<file path="config.mk">
export PLATFORM = sky130hd
export DESIGN_NAME = wall_follower_ctrl
export DESIGN_NICKNAME = d
export VERILOG_FILES = /design/src/rtl/wall_follower_ctrl.sv
export SDC_FILE = /design/constraint.sdc
export NUM_CORES = 1
export LEC_CHECK = 0
export BUFFER_PORTS_ARGS = -buffer_cell sky130_fd_sc_hd__buf_2
export CORE_ASPECT_RATIO = 0.8
export CORE_MARGIN = 1.5
export CORE_UTILIZATION = 60
export DETAILED_ROUTE_END_ITERATION = 10
export PLACE_DENSITY_LB_ADDON = 0.15
export SYNTH_ARGS = -nofsm -noshare
export SYNTH_HDL_FRONTEND = slang
export SYNTH_SLANG_ARGS = --single-unit
export TNS_END_PERCENT = 30
</file>
<file path="constraint.sdc">
create_clock -name clock -period 2 [get_ports clock]
set_input_delay 0.4 -clock clock [delete_from_list [all_inputs] [get_ports clock]]
set_output_delay 0.4 -clock clock [all_outputs]
set_load 0.01 [all_outputs]
</file>
<file path="src/rtl/wall_follower_ctrl.sv">
// Wall-following robot controller: synchronised, debounced bump/proximity inputs feeding
// a Moore FSM with a selectable followed side, timed corner turn and rotate-timeout detector.
module wall_follower_ctrl #(
  parameter int DEBOUNCE      = 4,
  parameter int TURN_MAX      = 255,
  parameter int CORNER_CYCLES = 16,
  parameter int CNT_W         = 8
) (
  input  logic       clock,
  input  logic       reset,
  input  logic       enable,
  input  logic       head,
  input  logic       side,
  input  logic       side_sel,
  output logic       forward,
  output logic       turn,
  output logic       turn_dir,
  output logic       stuck,
  output logic [2:0] state
);

  typedef enum logic [2:0] {
    IDLE   = 3'd0,
    SEARCH = 3'd1,
    ROTATE = 3'd2,
    FOLLOW = 3'd3,
    CORNER = 3'd4,
    STUCK  = 3'd5
  } state_t;

  localparam logic [CNT_W-1:0] DEB_LAST    = CNT_W'(DEBOUNCE - 1);
  localparam logic [CNT_W-1:0] TURN_LAST   = CNT_W'(TURN_MAX - 1);
  localparam logic [CNT_W-1:0] CORNER_LAST = CNT_W'(CORNER_CYCLES - 1);

  logic [1:0]       raw;
  logic [1:0]       sync1;
  logic [1:0]       sync2;
  logic [1:0]       filt;
  logic [CNT_W-1:0] deb_cnt [2];
  logic             h;
  logic             s;

  state_t           cur_state;
  state_t           next_state;
  logic             side_lat;
  logic             side_lat_next;
  logic [CNT_W-1:0] turn_cnt;
  logic [CNT_W-1:0] corner_cnt;

  assign raw   = {side, head};
  assign h     = filt[0];
  assign s     = filt[1];
  assign state = cur_state;

  // Index 0 is the head sensor, index 1 the side sensor.
  always_ff @(posedge clock or posedge reset) begin
    if (reset) begin
      sync1 <= '0;
      sync2 <= '0;
      filt  <= '0;
      for (int i = 0; i < 2; i++) deb_cnt[i] <= '0;
    end else begin
      sync1 <= raw;
      sync2 <= sync1;
      for (int i = 0; i < 2; i++) begin
        if (sync2[i] == filt[i]) begin
          deb_cnt[i] <= '0;
        end else if (deb_cnt[i] == DEB_LAST) begin
          filt[i]    <= ~filt[i];
          deb_cnt[i] <= '0;
        end else begin
          deb_cnt[i] <= deb_cnt[i] + 1'b1;
        end
      end
    end
  end

  // Losing the wall in FOLLOW outranks a head hit; the corner state then resolves the hit.
  always_comb begin
    next_state    = cur_state;
    side_lat_next = side_lat;
    if (!enable) begin
      next_state = IDLE;
    end else begin
      case (cur_state)
        IDLE: begin
          next_state    = SEARCH;
          side_lat_next = side_sel;
        end
        SEARCH: begin
          if (h)      next_state = ROTATE;
          else if (s) next_state = FOLLOW;
        end
        ROTATE: begin
          if (!h && s)                 next_state = FOLLOW;
          else if (turn_cnt == TURN_LAST) next_state = STUCK;
        end
        FOLLOW: begin
          if (!s)     next_state = CORNER;
          else if (h) next_state = ROTATE;
        end
        CORNER: begin
          if (h)                              next_state = ROTATE;
          else if (s)                         next_state = FOLLOW;
          else if (corner_cnt == CORNER_LAST) next_state = SEARCH;
        end
        STUCK:   next_state = STUCK;
        default: next_state = IDLE;
      endcase
    end
  end

  // Outputs are registered from the next state so they always match the state register.
  always_ff @(posedge clock or posedge reset) begin
    if (reset) begin
      cur_state  <= IDLE;
      side_lat   <= 1'b0;
      turn_cnt   <= '0;
      corner_cnt <= '0;
      forward    <= 1'b0;
      turn       <= 1'b0;
      turn_dir   <= 1'b0;
      stuck      <= 1'b0;
    end else begin
      cur_state <= next_state;
      side_lat  <= side_lat_next;

      if (next_state != cur_state) begin
        turn_cnt   <= '0;
        corner_cnt <= '0;
      end else if (cur_state == ROTATE) begin
        turn_cnt <= turn_cnt + 1'b1;
      end else if (cur_state == CORNER) begin
        corner_cnt <= corner_cnt + 1'b1;
      end

      forward  <= 1'b0;
      turn     <= 1'b0;
      turn_dir <= 1'b0;
      stuck    <= 1'b0;
      case (next_state)
        SEARCH, FOLLOW: forward <= 1'b1;
        ROTATE: begin
          turn     <= 1'b1;
          turn_dir <= ~side_lat_next;
        end
        CORNER: begin
          turn     <= 1'b1;
          turn_dir <= side_lat_next;
        end
        STUCK:   stuck <= 1'b1;
        default: ;
      endcase
    end
  end

endmodule

</file>
* Word level (Yosys, flattened, before mapping)
Index checks and enable logic that the tools add are counted.
** Storage, ports and cells
- Input bits :: 6
- Register bits :: 46
- Output and inout port bits :: 7
** Operators by class
- Add/subtract/negate cells :: 4
- Muxes and demuxes :: 26
- Reductions and logical operators :: 10
- Bitwise operators :: 5
- Eq/ne operators :: 18
** Operators with widths (number)
- $mux 8 :: 9
- $add 8x1->8 const B :: 4
- $mux 3 :: 10
- $pmux 3 s6 :: 1
- $eq 8x2->1 const B :: 2
- $eq 3x2->1 const B :: 4
- $eq 3x3->1 const B :: 4
- $eq 8x4->1 const B :: 1
- $eq 8x8->1 const B :: 1
- $eq 3x1->1 const B :: 2
- $reduce_and 2->1 :: 3
- $mux 1 :: 5
- $not 1->1 :: 5
- $reduce_bool 2->1 :: 2
- $reduce_or 2->1 :: 2
- $logic_not 3->1 :: 1
- $ne 3x3->1 :: 1
- $eq 1x1->1 :: 2
- $ne 2x2->1 const B :: 1
- $pmux 1 s2 :: 1
- $logic_and 1x1->1 :: 1
- $logic_not 1->1 :: 1

* Longest topological paths before layout
Gate-level depths: netlist (run 1).
- Word-level depth :: 9
- Depth in mapped cells :: 8
- Depth with buffers taken out :: 7

* Worst setup path before layout (run 1)
Ideal clock, no wire load.
- Kind :: register -> register
- From :: reg cur_state[0] (netlist: state[0])
- To :: reg corner_cnt[3]
- Slack :: 0.270 ns
- Stages on the path, launching flop included :: 7
- Required time :: 1.880 ns
- Arrival :: 1.610 ns
- Library setup time :: 0.120 ns
- Cell sequence :: dfrtp_1 -> or3b_1 -> nor4_1 -> o311ai_2 -> nand3_2 -> buf_8 -> nor3_2
** Between the ends
- Longest elaborated chain between the ends :: 8
** Ends and longest elaborated chain
- start: declaration :: RTL line 43 : state_t cur_state;
- start signal: assignment :: RTL line 125 : cur_state <= next_state;
- $mux 3 :: RTL line 105 : else if (corner_cnt == CORNER_LAST) next_state = SEARCH;
- $mux 3 :: RTL line 104 : else if (s) next_state = FOLLOW;
- $mux 3 :: RTL line 103 : if (h) next_state = ROTATE;
- $pmux 3 s6 :: RTL line 85 : case (cur_state)
- $mux 3 :: RTL line 82 : if (!enable) begin
- $ne 3x3->1 :: RTL line 128 : if (next_state != cur_state) begin
- $ne 2x2->1 (no line) / $reduce_bool 2->1 (equally long branches)
- $reduce_and 2->1 (no line)
- end signal: assignment :: RTL line 134 : corner_cnt <= corner_cnt + 1'b1;
- end: declaration :: RTL line 48 : logic [CNT_W-1:0] corner_cnt;
Several ways; a longest one is shown, not always the timed one.
A chain may end at the register's enable or synchronous reset.

* Worst setup path after layout (run 1)
- From :: reg cur_state[0] (netlist: state[0])
- To :: reg corner_cnt[2]
The elaborated chain is that of the path after synthesis.

==> results_dict.tcl, run 1 <==
set metrics [dict create \
    cp_slowest_stage_delay_ns 0.50 \
    route.met3.wl_um 159 \
    syn_nets 233 \
    clk_pin_slew_worst_paths_ns 0.08 \
    min_period_over_period_pct 96.8 \
    final_core_util_pct 70.8 \
    relSlewSlack_pct 51.5 \
    ys_ff_latch 46 \
    nNetsFinal 255 \
    worstMarginPinSlew_ns 0.723 \
    post-route-drc-count 0 \
    mostFrequentLayoutCell "dfrtp_1" \
    drive_gt1_share_pct 26.2 \
    end_kind "flop" \
    hpwl_um 3440 \
    m1WireLength_um 2150 \
    globalRouteTotalUtil_pct 24.3 \
    hp-class "input pin to asynchronous set/reset pin" \
    async_flop_share_pct 100 \
    h-tree-depth 2 \
    firstDrtPassIters 4 \
    tritoncts "done" \
    die_x_um 74.4 \
    critical_path_class "flop to flop" \
    clockBufferDepth 2 \
    io_pins 13 \
    drtAntennaViolNets 0 \
    clock_latency_ns 0.30 \
    grt_pass1_vias 1755 \
    cts_hold_buf 0 \
    status "finished, final reports clean" \
    cp.required_ns 2.17 \
    ys_seq_area_share_pct 47.0 \
    cp_cell_sequence "buf_4 > or3b_4 > nor2_4 > a32o_2 > o21a_4 > nor3b_1" \
    clkSinkCount 46 \
    finalHoldViolations 0 \
    die_area_mm2 0.00448 \
    path_max_fanout 16 \
    fin_area_mm2 0.00273 \
    final_cell_mix "43 x dfrtp_1, 28 x nor2_1, 16 x xor2_1, 14 x nand3_1, 13 x xnor2_1" \
    dp_cells 292 \
    tns_ns 0 \
    antenna_found_initial 0 \
    slowest_stage "dfrtp_2" \
    routed_via_density 5.64 \
    highest-signal-layer "met4" \
    p_leak_uw 0.00123 \
    netlist_area_mm2 0.00245 \
    core_area_mm2 0.00385 \
    drt-wirelength-per-cell_um 15.4 \
    skew_ns 0.00860 \
    critPathArrivalTime_ns 2.11 \
    first_iter_violations 82 \
    fmax_mhz 517 \
    grt_first_pass_wirelength_um 8030 \
    cts_buffers 5 \
    final_cells 299 \
    gp_routability_congestion 0.886 \
    synth-main-ff-cell "dfrtp_1" \
    vias 1687 \
    routed_wl_um 4590 \
    die_h_um 60.1 \
    crit_family "simple AND/OR/NAND/NOR gates" \
    start_kind "flop" \
    dpl_cell_area_mm2 0.00260 \
    synth_edf_count 0 \
    period_needed_ns 1.94 \
    cap_violations 0 \
    synth_warnings 0 \
    cts.root.buffer_cell "clkbuf_8" \
    irDropWorstVdd_mv 0.551 \
    route.met2.wl_um 2190 \
    synth.distinct_cells 52 \
    rsz0062_at_grt "true" \
    diodes 0 \
    path_buf_inv 1 \
    timing.hold.ws_ns 0.124 \
    synthCells 222 \
    setup_violations 0 \
    grt_max_degree 28 \
    row_count 20 \
    area_delta_synth_final_pct 11.4 \
    overflow 0 \
    syn_area_per_cell_um2 11.0 \
    power_density_mw_per_mm2 1150 \
    drv_slew 0 \
    start_util_pct 63.5 \
    port_buffers 12 \
]
-- registers in the layout, summed over array words and instances, names as in the netlist --
name / flops
sync1: 2
forward: 1
turn_cnt: 8
state: 3
turn_dir: 1
deb_cnt: 16
sync2: 2
stuck: 1
filt: 2
corner_cnt: 8
turn: 1
side_lat: 1
-- Yosys cell counts, types with 2 or more instances --
library cell	n	area, um2
a21oi_1	3	15.0
a31oi_1	2	12.5
and2b_1	2	15.0
and3_1	7	43.8
buf_4	2	15.0
dfrtp_1	46	1150
ha_1	5	62.6
inv_1	5	18.8
mux2_2	3	33.8
mux2i_1	2	20.0
nand2_1	10	37.5
nand3_1	15	75.1
nand4_1	3	18.8
nor2_1	28	105
nor2b_1	2	12.5
nor3_1	7	35.0
nor3_2	12	120
nor3b_2	2	25.0
nor4_1	2	12.5
o211ai_1	2	15.0
o311ai_2	2	32.5
or3b_1	3	26.3
xnor2_1	13	114
xor2_1	16	140
-- path summary, 6_finish.rpt --
path | slack (ns) | to | depth (start not counted) | from
setup reg to reg | 0.06 | corner_cnt[2] | 6 | state[0]
min in group clock | 0.21 | sync1[1] | 1 | side
max in group asynchronous | 1.36 | state[1] | 3 | reset
hold reg to reg | 0.35 | sync2[0] | 0 | sync1[0]
hold / removal | 0.12 | turn_cnt[0] | 2 | reset
setup / recovery | 0.06 | corner_cnt[2] | 6 | state[0]
-- power breakdown --
group | switching [uW] | total (uW) | internal [uW]
Clock | 297 | 697 | 400
Sequential | 195 | 1260 | 1070
Combinational | 669 | 1170 | 500
Total | 1160 | 3130 | 1970
-- what timing repair did --
item,4_1_cts,5_1_grt
setup endpoints to repair,8,17
pin swaps,0,1
buffers inserted,0,0
gates resized for setup,2,3
-- cells by family after synthesis --
logic type | after synthesis | share of synthesized area [%]
simple gates | 105 | 26.5
flops | 46 | 47.0
xor+xnor | 29 | 10.4
compound gates | 20 | 7.77
buf+inv | 12 | 3.63
mux | 5 | 2.20
fa+ha+maj | 5 | 2.55
-- through the flow --
step	setup WS [ns]	total power, uW
finish	0.0642	3130
global route	-0.00404	3340
CTS	0.0379	3140
detailed placement	0.00588	2440
global placement	0.0747	2380
floorplan	0.270	2140
-- cell type report --
type                            count  area, um2
Inverter                            6       22.5
Clock inverter                      1       30.0
Tap cell                           55       68.8
Timing Repair Buffer               21        153
Clock buffer                        6       82.6
Multi-Input combinational cell    164       1220
Sequential cell                    46       1150
Fill cell                         287       1130
-- metal layers --
metal / GRT usage [%] / vias up
met2: 39.4 / 30
met5: 0 / -
met3: 4.89 / 8
met4: 11.7 / 0
met1: 31.1 / 829
li1: - / 820
(Power assumes the default switching activity.)
==> run 2: changes to the inputs <==
- CORE_MARGIN: 1.5 -> 5
- clock period: 2 -> 2.35 ns (I/O delays scaled with it)
==> run 2 against run 1 <==
Effect of this change:
- register-to-register slack gained 0.18 ns
- count of clock-buffer cells in the layout shrank 1
- sequential share of layout area grew 0.14 points
- power shrank 13%
- via count grew 2.2%
- sequential power shrank 15%
- final cell count shrank 1.0%
- setup slack gained 0.18 ns
- combinational power shrank 17%
- maximum frequency shrank 8.0%
==> results_dict.tcl, run 2 (same netlist as run 1, synthesis figures left out) <==
set metrics [dict create \
    dp_slack_ns 0.203 \
    mostFrequentLayoutCell "dfrtp_1" \
    clockBufferDepth 2 \
    nNetsFinal 251 \
    die_h_um 67.1 \
    post-route-drc-count 0 \
    drtAntennaViolNets 0 \
    path_max_fanout 13 \
    hpwl_um 3300 \
    antenna_found_initial 0 \
    gp_routability_congestion 0.862 \
    largest_register "deb_cnt" \
    port_buffers 12 \
    core_area_mm2 0.00388 \
    cp.required_ns 2.53 \
    tns_ns 0 \
    irDropWorstVdd_mv 0.766 \
    top_regs "deb_cnt x16, corner_cnt x8, turn_cnt x8" \
    timing.hold.ws_ns 0.210 \
    start_kind "flop" \
    die_area_mm2 0.00547 \
    start_util_pct 63.1 \
    final_cell_mix "45 x dfrtp_1, 28 x nor2_1, 16 x xor2_1, 15 x nand3_1, 13 x xnor2_1" \
    power_density_mw_per_mm2 1000 \
    relSlewSlack_pct 47.0 \
    tritoncts "done" \
    io_pins 13 \
    routed_via_density 5.82 \
    routed_wl_um 4500 \
    final_core_util_pct 69.9 \
    clock_latency_ns 0.29 \
    overflow 0 \
    cts.root.buffer_cell "clkbuf_8" \
    first_iter_violations 176 \
    firstDrtPassIters 6 \
    die_x_um 81.4 \
    fin_ws_ns 0.245 \
    grt_first_pass_wirelength_um 7760 \
    end_kind "flop" \
    cts_buffers 5 \
    setup_violations 0 \
    vias 1724 \
    cap_violations 0 \
    cts_hold_buf 0 \
    skew_ns 0.00463 \
    fillerInstances 285 \
    min_period_over_period_pct 89.6 \
    diodes 0 \
    row_count 20 \
    p_leak_uw 0.00123 \
    fmax_mhz 475 \
    drive_gt1_share_pct 23.7 \
    grt_pass1_vias 1651 \
    drt-wirelength-per-cell_um 15.2 \
    rsz0062_at_grt "false" \
    grt_max_degree 27 \
    period_needed_ns 2.10 \
    hp-class "input pin to asynchronous set/reset pin" \
    clkSinkCount 46 \
    globalRouteTotalUtil_pct 18.6 \
    critPathArrivalTime_ns 2.28 \
    critical_path_class "flop to flop" \
    postCtsSetupBuffers 0 \
    finalHoldViolations 0 \
    drv_slew 0 \
    largest_reg_flops 16 \
    status "finished, final reports clean" \
    area_delta_synth_final_pct 10.8 \
    h-tree-depth 2 \
    clk_pin_slew_worst_paths_ns 0.08 \
    worstMarginPinSlew_ns 0.790 \
]
## run 2: cell count changes in the layout (fill, tap and decap cells not counted)
cell       before  now
nand3_1        14   15
nor2b_1         1    2
buf_4           7    3
nor2b_2         1    0
dfrtp_2         3    1
nand3_2         2    1
clkbuf_8        6    5
clkinv_4        0    1
bufinv_16       1    2
dfrtp_1        43   45
## run 2: path summary, 6_finish.rpt
| check | start | to | depth (start not counted) | slack [ns] |
|---|---|---|---|---|
| max reg2reg | state[0] | corner_cnt[2] | 6 | 0.25 |
| max in group asynchronous | reset | state[2] | 3 | 1.60 |
| min | reset | turn_cnt[6] | 2 | 0.21 |
| min reg2reg | sync1[0] | sync2[0] | 0 | 0.36 |
| max | state[0] | corner_cnt[2] | 6 | 0.25 |
| min in group clock | side | sync1[1] | 1 | 0.27 |
## run 2: power breakdown
part / leakage (uW) / internal (uW) / total [uW] / switching, uW
sequential: 0.000616 / 906 / 1070 / 160
combinational: 0.000541 / 401 / 974 / 573
clock: 0.0000683 / 426 / 686 / 260
total: 0.00123 / 1730 / 2730 / 993
## run 2: final cells by class
class | count | area (um2) | share of cell area (%)
multi-input cells | 164 | 1210 | 44.6
flip-flops and latches | 46 | 1150 | 42.5
repair buffers | 17 | 123 | 4.52
clock buffers | 5 | 68.8 | 2.54
clock inverters | 3 | 68.8 | 2.54
well taps | 55 | 68.8 | 2.54
inverters | 6 | 22.5 | 0.830
## run 2: routing by layer
metal | global-route usage (%) | share of wire (%)
met1 | 26.6 | 49
met2 | 28.8 | 45
met3 | 4.27 | 4.9
met4 | 4.64 | 0.93
met5 | 0 | 0
## run 2: critical path, stage by stage, from the launching register on
cell	delay, ns
dfrtp_1	0.55
or3b_1	0.47
nor4_1	0.35
o311ai_2	0.14
nand3_2	0.26
buf_12	0.17
nor3b_1	0.05
## run 2: timing repair
| item | in CTS | in global routing |
|---|---|---|
| gates resized for setup | 0 | 1 |
| setup endpoints to repair | 0 | 1 |
| hold endpoints to repair | 0 | 0 |
## run 2: through the flow
step / instance area, um2 / total power, uW / instances
finish: 2710 / 2730 / 296
floorplan: 2450 / 1820 / 222
global placement: 2570 / 2000 / 288
detailed placement: 2570 / 2040 / 288
CTS: 2710 / 2730 / 296
global route: 2710 / 2890 / 296
